File: src/rtl/pong_pkg.sv
// rtl/pong_pkg.sv - shared screen geometry, colours and FSM encoding for the pong rectangle drawer
package pong_pkg;

  localparam int X_W      = 8;
  localparam int Y_W      = 7;
  localparam int SCREEN_W = 160;
  localparam int SCREEN_H = 120;

  localparam logic [2:0] COL_BLACK = 3'b000;
  localparam logic [2:0] COL_WHITE = 3'b111;

  typedef enum logic [1:0] {
    IDLE  = 2'd0,
    DRAW  = 2'd1,
    EMPTY = 2'd2
  } state_t;

endpackage

File: src/rtl/pong_raster_counter.sv
// rtl/pong_raster_counter.sv - nested column/row walker producing absolute pixel coordinates in raster order
module pong_raster_counter
  import pong_pkg::*;
(
  input  logic           clock,
  input  logic           resetn,
  input  logic           load,
  input  logic           step,
  input  logic [X_W-1:0] x0,
  input  logic [Y_W-1:0] y0,
  input  logic [X_W-1:0] w,
  input  logic [Y_W-1:0] h,
  output logic [X_W-1:0] x,
  output logic [Y_W-1:0] y,
  output logic           last
);

  logic [X_W-1:0] x_q, x_d, x0_q, x0_d, w_q, w_d, xcnt_q, xcnt_d;
  logic [Y_W-1:0] y_q, y_d, ycnt_q, ycnt_d;

  // xcnt/ycnt count remaining columns/rows minus one; coordinates wrap at their natural width
  always_comb begin
    x_d    = x_q;
    y_d    = y_q;
    x0_d   = x0_q;
    w_d    = w_q;
    xcnt_d = xcnt_q;
    ycnt_d = ycnt_q;
    if (load) begin
      x_d    = x0;
      y_d    = y0;
      x0_d   = x0;
      w_d    = w;
      xcnt_d = w - 1'b1;
      ycnt_d = h - 1'b1;
    end else if (step) begin
      if (xcnt_q == '0) begin
        x_d    = x0_q;
        xcnt_d = w_q - 1'b1;
        y_d    = y_q + 1'b1;
        ycnt_d = ycnt_q - 1'b1;
      end else begin
        x_d    = x_q + 1'b1;
        xcnt_d = xcnt_q - 1'b1;
      end
    end
  end

  always_ff @(posedge clock or negedge resetn) begin
    if (!resetn) begin
      x_q    <= '0;
      y_q    <= '0;
      x0_q   <= '0;
      w_q    <= '0;
      xcnt_q <= '0;
      ycnt_q <= '0;
    end else begin
      x_q    <= x_d;
      y_q    <= y_d;
      x0_q   <= x0_d;
      w_q    <= w_d;
      xcnt_q <= xcnt_d;
      ycnt_q <= ycnt_d;
    end
  end

  assign x    = x_q;
  assign y    = y_q;
  assign last = (xcnt_q == '0) && (ycnt_q == '0);

endmodule

File: src/rtl/pong_rect_drawer.sv
// rtl/pong_rect_drawer.sv - one-pixel-per-clock rectangle fill engine feeding vga_adapter; PONG_RECT_CLIP_EN enables screen clipping
module pong_rect_drawer
  import pong_pkg::*;
(
  input  logic           clock,
  input  logic           resetn,
  input  logic           req_valid,
  output logic           req_ready,
  input  logic [X_W-1:0] req_x,
  input  logic [Y_W-1:0] req_y,
  input  logic [X_W-1:0] req_w,
  input  logic [Y_W-1:0] req_h,
  input  logic [2:0]     req_colour,
  output logic [X_W-1:0] x,
  output logic [Y_W-1:0] y,
  output logic [2:0]     colour,
  output logic           plot,
  output logic           done
);

  state_t         state_q, state_d;
  logic           plot_q, plot_d, done_q, done_d;
  logic [2:0]     colour_q, colour_d;
  logic           accept, load, step, last;
  logic [X_W-1:0] w_eff;
  logic [Y_W-1:0] h_eff;

`ifdef PONG_RECT_CLIP_EN
  logic [X_W-1:0] x_room;
  logic [Y_W-1:0] y_room;

  // Origins off-screen collapse to zero size so they take the EMPTY path
  always_comb begin
    x_room = X_W'(SCREEN_W) - req_x;
    y_room = Y_W'(SCREEN_H) - req_y;
    if (req_x >= X_W'(SCREEN_W))  w_eff = '0;
    else if (req_w > x_room)      w_eff = x_room;
    else                          w_eff = req_w;
    if (req_y >= Y_W'(SCREEN_H))  h_eff = '0;
    else if (req_h > y_room)      h_eff = y_room;
    else                          h_eff = req_h;
  end
`else
  assign w_eff = req_w;
  assign h_eff = req_h;
`endif

  assign req_ready = (state_q == IDLE);
  assign accept    = req_valid && req_ready;

  always_comb begin
    state_d  = state_q;
    plot_d   = 1'b0;
    done_d   = 1'b0;
    colour_d = colour_q;
    load     = 1'b0;
    step     = 1'b0;
    case (state_q)
      IDLE: begin
        if (accept) begin
          if (w_eff == '0 || h_eff == '0) begin
            state_d = EMPTY;
          end else begin
            state_d  = DRAW;
            plot_d   = 1'b1;
            load     = 1'b1;
            colour_d = req_colour;
          end
        end
      end
      DRAW: begin
        if (last) begin
          state_d = IDLE;
          done_d  = 1'b1;
        end else begin
          plot_d = 1'b1;
          step   = 1'b1;
        end
      end
      EMPTY: begin
        state_d = IDLE;
        done_d  = 1'b1;
      end
      default: state_d = IDLE;
    endcase
  end

  always_ff @(posedge clock or negedge resetn) begin
    if (!resetn) begin
      state_q  <= IDLE;
      plot_q   <= 1'b0;
      done_q   <= 1'b0;
      colour_q <= COL_BLACK;
    end else begin
      state_q  <= state_d;
      plot_q   <= plot_d;
      done_q   <= done_d;
      colour_q <= colour_d;
    end
  end

  pong_raster_counter u_counter (
    .clock  (clock),
    .resetn (resetn),
    .load   (load),
    .step   (step),
    .x0     (req_x),
    .y0     (req_y),
    .w      (w_eff),
    .h      (h_eff),
    .x      (x),
    .y      (y),
    .last   (last)
  );

  assign colour = colour_q;
  assign plot   = plot_q;
  assign done   = done_q;

endmodule

File: config.mk
export PLATFORM = sky130hd
export DESIGN_NAME = pong_rect_drawer
export DESIGN_NICKNAME = d
export VERILOG_FILES = /design/src/rtl/pong_pkg.sv /design/src/rtl/pong_raster_counter.sv /design/src/rtl/pong_rect_drawer.sv
export SDC_FILE = /design/constraint.sdc
export NUM_CORES = 1
export LEC_CHECK = 0
export ABC_AREA = 1
export CAP_MARGIN = 25
export CORE_AREA = 2 2 79 81
export DETAILED_ROUTE_END_ITERATION = 12
export DIE_AREA = 0 0 81 83
export PLACE_DENSITY = 0.81
export SLEW_MARGIN = 20
export SYNTH_ARGS = -nofsm -noshare
export SYNTH_HDL_FRONTEND = slang
export SYNTH_SLANG_ARGS = --single-unit
File: constraint.sdc
create_clock -name clock -period 3.7 [get_ports clock]
set_input_delay 0.37 -clock clock [delete_from_list [all_inputs] [get_ports clock]]
set_output_delay 0.37 -clock clock [all_outputs]
set_load 0.01 [all_outputs]
==> implementation parameters, run 1 <==
Parameter                              Value

STA
  Least-Margin Pin Slew ... 0.453 ns
  Final min period ... 2.54 ns
  Fin. Hold Viols ... 8
  Worst slew margin relative to its limit ... 0.698
  Total of endpoints with negative setup slack in the final report ... 0
  Setup repair after global routing missed its margin ... false
  Period utilisation layout ... 0.687
  Worst hold margin ... -0.0172 ns
  Slew Limit Fails ... 0
  Fin Clk Skew ... 0.0124 ns
  Setup TNS after final layout ... 0 ns
  Maximum achievable frequency ... 393 MHz

Min path
  Class of the tightest hold or removal check ... in2async

Yosys
  Post-synthesis cell type count ... 40
  Mean post-synth cell area ... 7.60 um^2
  Number of nets produced by synthesis ... 456
  Post-synthesis compound-gate area fraction ... 0.131
  Post-synthesis adder-cell area fraction ... 0.0279
  Synthesized instance count ... 413
  Dominant combinational cell family by area after synthesis ... simple AND/OR/NAND/NOR gates
  Synthesis Warnings ... 0
  Share of synthesized cell area in and, or, nand and nor gates ... 0.300
  Sequential share of the synthesized area ... 0.423
  Cell type contributing the most total cell area after synthesis ... dfrtp_1
  Dominant register cell in the synthesized netlist ... dfrtp_1
  Mapped Area ... 0.00314 mm^2
  Area share of the leading cell type in the synthesized netlist ... 0.423
  Dominant cells by area after synthesis ... dfrtp_1 42%, nand2_1 16%, inv_1 5.3%
  Number of flops mapped to enable cells by yosys ... 0
  Xor-xnor portion of the synthesized cell area ... 0.0279
  Share of synthesized area spent on multiplexers ... 0
  Total of flip-flops plus latches after synthesis ... 53
  Fraction of registers with async set/reset ... 1.00

Status
  Failing checks ... negative hold slack
  Run status ... complete, but fails checks

Flow run
  MaxCap Viol Count ... 0

Drt
  Antenna violation net count after detailed routing ... 0
  DRC ... 0
  Pre-antenna DRT Iters ... 5
  DRC marker count from the first detailed-route iteration ... 168
  Vias/cell ... 5.21
  Average wire per standard cell ... 13.0 um
  Via Count ... 2,823
  Detailed Route WL ... 7030 um

Layout
  Share of layout cells above drive strength 1 ... 0.0921
  Layout Area Growth over Synthesis ... 22.2%
  Antenna cells ... 0
  Cell Count, Final, Fillers Out ... 542
  Net count of the finished layout ... 509
  Final cell area excluding filler cells ... 0.00383 mm^2

Worst setup path
  Class of the most critical setup path ... reg2reg
  Worst setup SP type ... flip-flop
  Required time of the critical path ... 3.92 ns
  Category of the worst setup path capture point ... flip-flop
  CP Launch Point ... state_q[0]
  Startpoint of the worst register-to-register path ... state_q[0]
  CP Data Arrival Time ... 2.76 ns
  Max FO, Critical Path ... 24

Power and ir drop
  Peak supply drop ... 0.000452 V
  Pleak ... 1.90 nW
  Power per standard cell area ... 777 mW/mm^2

Clocking
  Clock-pin slew reported for the worst setup and hold paths after clock tree synthesis ... 0.10 ns
  Post-CTS setup buffer count ... 0
  TritonCTS clock tree ... built
  CTS resizes ... 0
  Clock buffers created by TritonCTS ... 5
  Hold-fix buffer count after cts ... 0
  Number of clock sinks seen by CTS ... 53
  H-tree depth ... 2
  Clock tree root buffer cell ... clkbuf_8
  Worst skew pair latency ... 0.31 ns
  Worst-case clock buffer depth ... 2

Global routing
  First-pass GRT wire length ... 12,100 um
  GRT Total Usage ... 0.226
  GRT overflow ... 0
  Number of global-route vias before repair ... 2,729
  Number of antenna violations at the first check in global routing ... 0
  Largest net degree at the start of global routing ... 35

Die
  Number of placement rows ... 28
  Overall die width ... 81 um
  Die outline area ... 0.00672 mm^2
  Overall die height ... 83 um
  Initial core utilization ... 0.540
  Core box area ... 0.00582 mm^2
  Total I/O pin count ... 57

Place
  HPWL reported at the end of detailed placement ... 5100 um
  Port buffer count ... 56
  Total cell area at the placement stage ... 0.00371 mm^2
  Dpl cells ... 534
  Final Wtd Congestion ... 0.851
state kept, by name, indices dropped and copies added, names as in the netlist:
signal            count
colour                3
u_counter.y           7
u_counter.x           8
u_counter.xcnt_q      8
plot                  1
u_counter.x0_q        8
u_counter.ycnt_q      7
done                  1
u_counter.w_q         8
state_q               2
path summary, 6_finish.rpt:
path | end | slack [ns] | depth (start not counted)
hold reg to reg | u_counter.w_q[4] | 0.49 | 2
setup / recovery | u_counter.ycnt_q[6] | 1.16 | 15
hold / removal | u_counter.y[6] | -0.02 | 1
setup reg to reg | u_counter.ycnt_q[6] | 1.16 | 15
min in group clock | u_counter.w_q[4] | 0.49 | 2
max in group asynchronous | u_counter.x[5] | 2.90 | 2
Yosys cell counts (2+ instances only):
library cell,n
nand2_2,10
o21ai_1,6
nor2_2,3
a21oi_1,12
clkbuf_1,3
nand2_4,2
o21ai_2,5
nand3_1,19
inv_1,44
nor2_4,3
buf_6,3
inv_2,5
nor3_1,4
dfrtp_1,53
nand2_1,137
nor2_1,27
a31oi_1,4
ha_1,7
xor2_1,7
buf_2,4
buf_4,2
o31ai_1,3
xnor2_1,3
o21ai_0,23
o211ai_1,9
stage by stage:
step	setup WS [ns]	total power, mW	util
final	1.16	2.98	0.659
after global routing	0.908	3.24	0.659
after CTS	1.15	2.99	0.659
after detailed placement	0.952	2.57	0.639
after global placement	1.02	2.51	0.639
after floorplan	1.44	2.09	-
layer usage:
layer  vias to the layer above  GRT usage  share of wire
met2                        86      0.360           0.47
met3                         8     0.0391          0.052
met5                         -          0              0
met1                      1312      0.318           0.47
met4                         0     0.0570         0.0094
li1                       1417          -              -
where the power goes:
part           total [mW]  internal (mW)  switching [mW]  leakage (nW)
combinational        1.50          0.632           0.871          1.20
sequential           1.06          0.851           0.209         0.645
clock               0.417          0.220           0.196        0.0574
logic make-up after synthesis:
group / Yosys count
AOI/OAI and AO/OA: 68
xor gates and xnor gates: 10
adders and majority gates: 7
buffers and inverters: 63
DFF: 53
and+or+nand+nor: 212
final cells by class:
cell class / instances / area, um^2
Inverter: 50 / 188
Timing Repair Buffer: 59 / 578
Fill cell: 516 / 1980
Multi-Input combinational cell: 297 / 1530
Clock inverter: 2 / 37.5
Clock buffer: 6 / 82.6
Sequential cell: 53 / 1330
Tap cell: 75 / 93.8
placed cells by master, fill, tap and decap left out, types with 2 or more instances in the layout:
cell type        Yosys  final
nand2_1            137    137
clkdlybuf4s50_1      0     55
dfrtp_1             53     53
inv_1               44     44
nor2_1              27     27
o21ai_0             23     23
nand3_1             19     19
a21oi_1             12     12
nand2_2             10     10
o211ai_1             9      9
xor2_1               7      7
ha_1                 7      7
o21ai_1              6      6
clkbuf_8             0      6
inv_2                5      5
o21ai_2              5      5
nor3_1               4      4
a31oi_1              4      4
nor2_4               3      3
o31ai_1              3      3
nor2_2               3      3
xnor2_1              3      3
buf_4                2      3
nand2_4              2      2
critical path, cell delays in order, from the launching register on:
cell,delay [ns]
dfrtp_1,0.41
inv_1,0.08
ha_1,0.19
nand2_1,0.06
inv_1,0.21
nand3_4,0.30
buf_4,0.33
o21ai_2,0.20
ha_1,0.21
nand2_2,0.09
nor2_2,0.11
nand2_1,0.05
nand2_1,0.05
nand2_1,0.05
nand2_1,0.05
nand2_1,0.05
Power figures use the tool's default switching activity.
==> run 2: changes to the inputs <==
Settings changed: CORE_AREA 2 2 79 81 to 2 2 80 82, DIE_AREA 0 0 81 83 to 0 0 82 84, PLACE_DENSITY 0.81 to 0.8.
Clock period 3.7 ns to 2.34 ns, I/O delays scaled along.
==> implementation parameters, run 2 (synthesized netlist as in run 1, its figures left out) <==
Parameter                              Value

Status
  Run status ... complete, no violations

Worst setup path
  Top cell family by delay on the critical path ... simple AND/OR/NAND/NOR gates
  Critical Path Most Common Cell ... nand2_1
  Cell with the biggest individual delay on the critical path ... dfrtp_1
  Required time of the critical path ... 2.56 ns (-1.36 ns)
  Worst setup SP type ... flip-flop
  Worst-path cell chain ... inv_1 > ha_2 > nand2_1 > inv_1 > nand3_4 > buf_4 > buf_4 > nand2_1 > nand2_1 > inv_2 > nand2_1 > nor2_2 > nand2_1 > nand2_1 > nand2_1 > nand2_1 > nand2_1
  Category of the worst setup path capture point ... flip-flop
  Buf/Inv on CP ... 5 (+2)
  Maximum single-stage delay on the critical path ... 0.42 ns (about the same)
  Max FO, Critical Path ... 12 (-50%)
  Class of the most critical setup path ... reg2reg
  CP Data Arrival Time ... 2.34 ns (-0.42 ns)

STA
  Period utilisation layout ... 0.906 (+0.219)
  Fin. Hold Viols ... 0 (-8)
  Final min period ... 2.12 ns (-0.422 ns)
  Total of endpoints with negative setup slack in the final report ... 0 (unchanged)
  Worst hold margin ... 0.439 ns (+0.456 ns)
  Least-Margin Pin Slew ... 0.624 ns (+0.171 ns)
  Fin Clk Skew ... 0.00749 ns (-0.00491 ns)
  Worst slew margin relative to its limit ... 0.584 (-0.114)
  Slew Limit Fails ... 0 (unchanged)
  Setup repair after global routing missed its margin ... false
  Maximum achievable frequency ... 472 MHz (+20%)
  Setup TNS after final layout ... 0 ns (unchanged)

Layout
  Layout Area Growth over Synthesis ... 26.6%
  Antenna cells ... 0 (unchanged)
  Commonest non-fill, non-tap cell in the layout ... nand2_1
  Most used cells in the layout excluding fill and tap cells ... 137 x nand2_1, 55 x clkdlybuf4s50_1, 53 x dfrtp_1
  Net count of the finished layout ... 526 (+3.3%)
  Share of layout cells above drive strength 1 ... 0.128 (+0.0360)

Clocking
  Clock-pin slew reported for the worst setup and hold paths after clock tree synthesis ... 0.10 ns (about the same)
  Worst-case clock buffer depth ... 2 (unchanged)
  Clock tree root buffer cell ... clkbuf_8
  Worst skew pair latency ... 0.31 ns (about the same)
  H-tree depth ... 2 (unchanged)
  Clock buffers created by TritonCTS ... 5 (unchanged)
  TritonCTS clock tree ... built
  Number of clock sinks seen by CTS ... 53 (unchanged)

Place
  Port buffer count ... 56 (unchanged)
  HPWL reported at the end of detailed placement ... 5330 um (+4.4%)
  Final Wtd Congestion ... 0.891 (+4.7%)

Global routing
  GRT Total Usage ... 0.225 (-0.000640)
  First-pass GRT wire length ... 12,200 um (+0.34%)
  Number of global-route vias before repair ... 2,725 (-0.15%)
  Number of antenna violations at the first check in global routing ... 0 (unchanged)
  GRT overflow ... 0 (unchanged)
  Largest net degree at the start of global routing ... 35 (unchanged)

Drt
  Average wire per standard cell ... 13.0 um (-0.16%)
  Vias/cell ... 5.11 (-2.0%)
  Detailed Route WL ... 7270 um (+3.3%)
  Antenna violation net count after detailed routing ... 0 (unchanged)
  DRC marker count from the first detailed-route iteration ... 164 (-2.4%)
  DRC ... 0 (unchanged)
  Via Count ... 2,864 (+1.5%)
  Pre-antenna DRT Iters ... 4 (-1)

Die
  Overall die width ... 82 um (+1.2%)
  Die outline area ... 0.00689 mm^2 (+2.5%)
  Total I/O pin count ... 57 (unchanged)
  Initial core utilization ... 0.515 (-0.0248)
  Core box area ... 0.00610 mm^2 (+4.8%)
  Number of placement rows ... 29 (+3.6%)
  Overall die height ... 84 um (+1.2%)

Power and ir drop
  Total power after layout ... 4.78 mW (+61%)
  Pleak ... 1.98 nW (+4.3%)
  Peak supply drop ... 0.000582 V (+29%)
  Power per standard cell area ... 1200 mW/mm^2 (+55%)

Flow run
  MaxCap Viol Count ... 0 (unchanged)

Min path
  Class of the tightest hold or removal check ... in2reg
## run 2: changes by cell type in the layout (fill, tap and decap cells not counted)
cell,change
inv_6,+1
clkinvlp_4,-1
a21boi_4,+1
ha_1,-1
inv_2,+1
dlygate4sd3_1,+1
ha_2,+1
buf_4,+15
buf_12,+1
clkinv_4,+1
bufinv_16,-1
inv_1,-1
a21boi_1,-1
## run 2: layer usage
metal,track usage,part of all wire
met1,0.300,0.46
met5,0,0
met4,0.0591,0.0088
met3,0.0433,0.035
met2,0.371,0.50
## run 2: worst register-to-register path: stages (launching register included)
cell     delay [ns]
dfrtp_1        0.42
inv_1          0.09
ha_2           0.20
nand2_1        0.06
inv_1          0.10
nand3_4        0.10
buf_4          0.19
buf_4          0.19
nand2_1        0.07
nand2_1        0.07
inv_2          0.09
nand2_1        0.06
nor2_2         0.13
nand2_1        0.06
nand2_1        0.06
nand2_1        0.05
nand2_1        0.05
nand2_1        0.04
## run 2: area by class of cell
class / count / area (um^2)
tap: 77 / 96.3
sequential: 53 / 1330
timing repair buffer: 76 / 721
multi-input combinational: 297 / 1540
clock inverter: 2 / 17.5
inverter: 50 / 188
fill: 538 / 2120
clock buffer: 6 / 82.6
## run 2: final timing paths
path,start,endpoint,slack (ns),cells after the start
worst max-delay path,state_q[1],u_counter.xcnt_q[7],0.22,17
worst min-delay path,req_colour[0],colour[0],0.44,3
worst max register to register,state_q[1],u_counter.xcnt_q[7],0.22,17
worst min register to register,u_counter.w_q[5],u_counter.w_q[5],0.49,2
max in group asynchronous,resetn,u_counter.w_q[0],1.31,3
min in group asynchronous,resetn,u_counter.x[7],0.46,2
## run 2: what timing repair did
item                                    CTS  global route
hold buffers                              1             0
hold endpoints to repair                 24             0
setup buffers                             0             2
gates resized for setup                   0             4
endpoints found under the setup margin    0             4
## run 2: stage by stage
stage                     std cells  utilization  instance area, um^2  setup slack (ns)
final                           561        0.652                 3970             0.221
after global routing            561        0.652                 3970           0.00747
after CTS                       559        0.647                 3950             0.117
after detailed placement        550        0.629                 3830           -0.0134
after global placement          550        0.629                 3830            0.0208
after floorplan                 413            -                 3140            0.0825
## run 2: power by group
| part | internal, mW | switching, mW | leakage (nW) | total, mW |
|---|---|---|---|---|
| combinational | 1.11 | 1.42 | 1.29 | 2.54 |
| clock | 0.247 | 0.330 | 0.0518 | 0.577 |
| sequential | 1.35 | 0.325 | 0.645 | 1.67 |
| total | 2.71 | 2.08 | 1.98 | 4.78 |
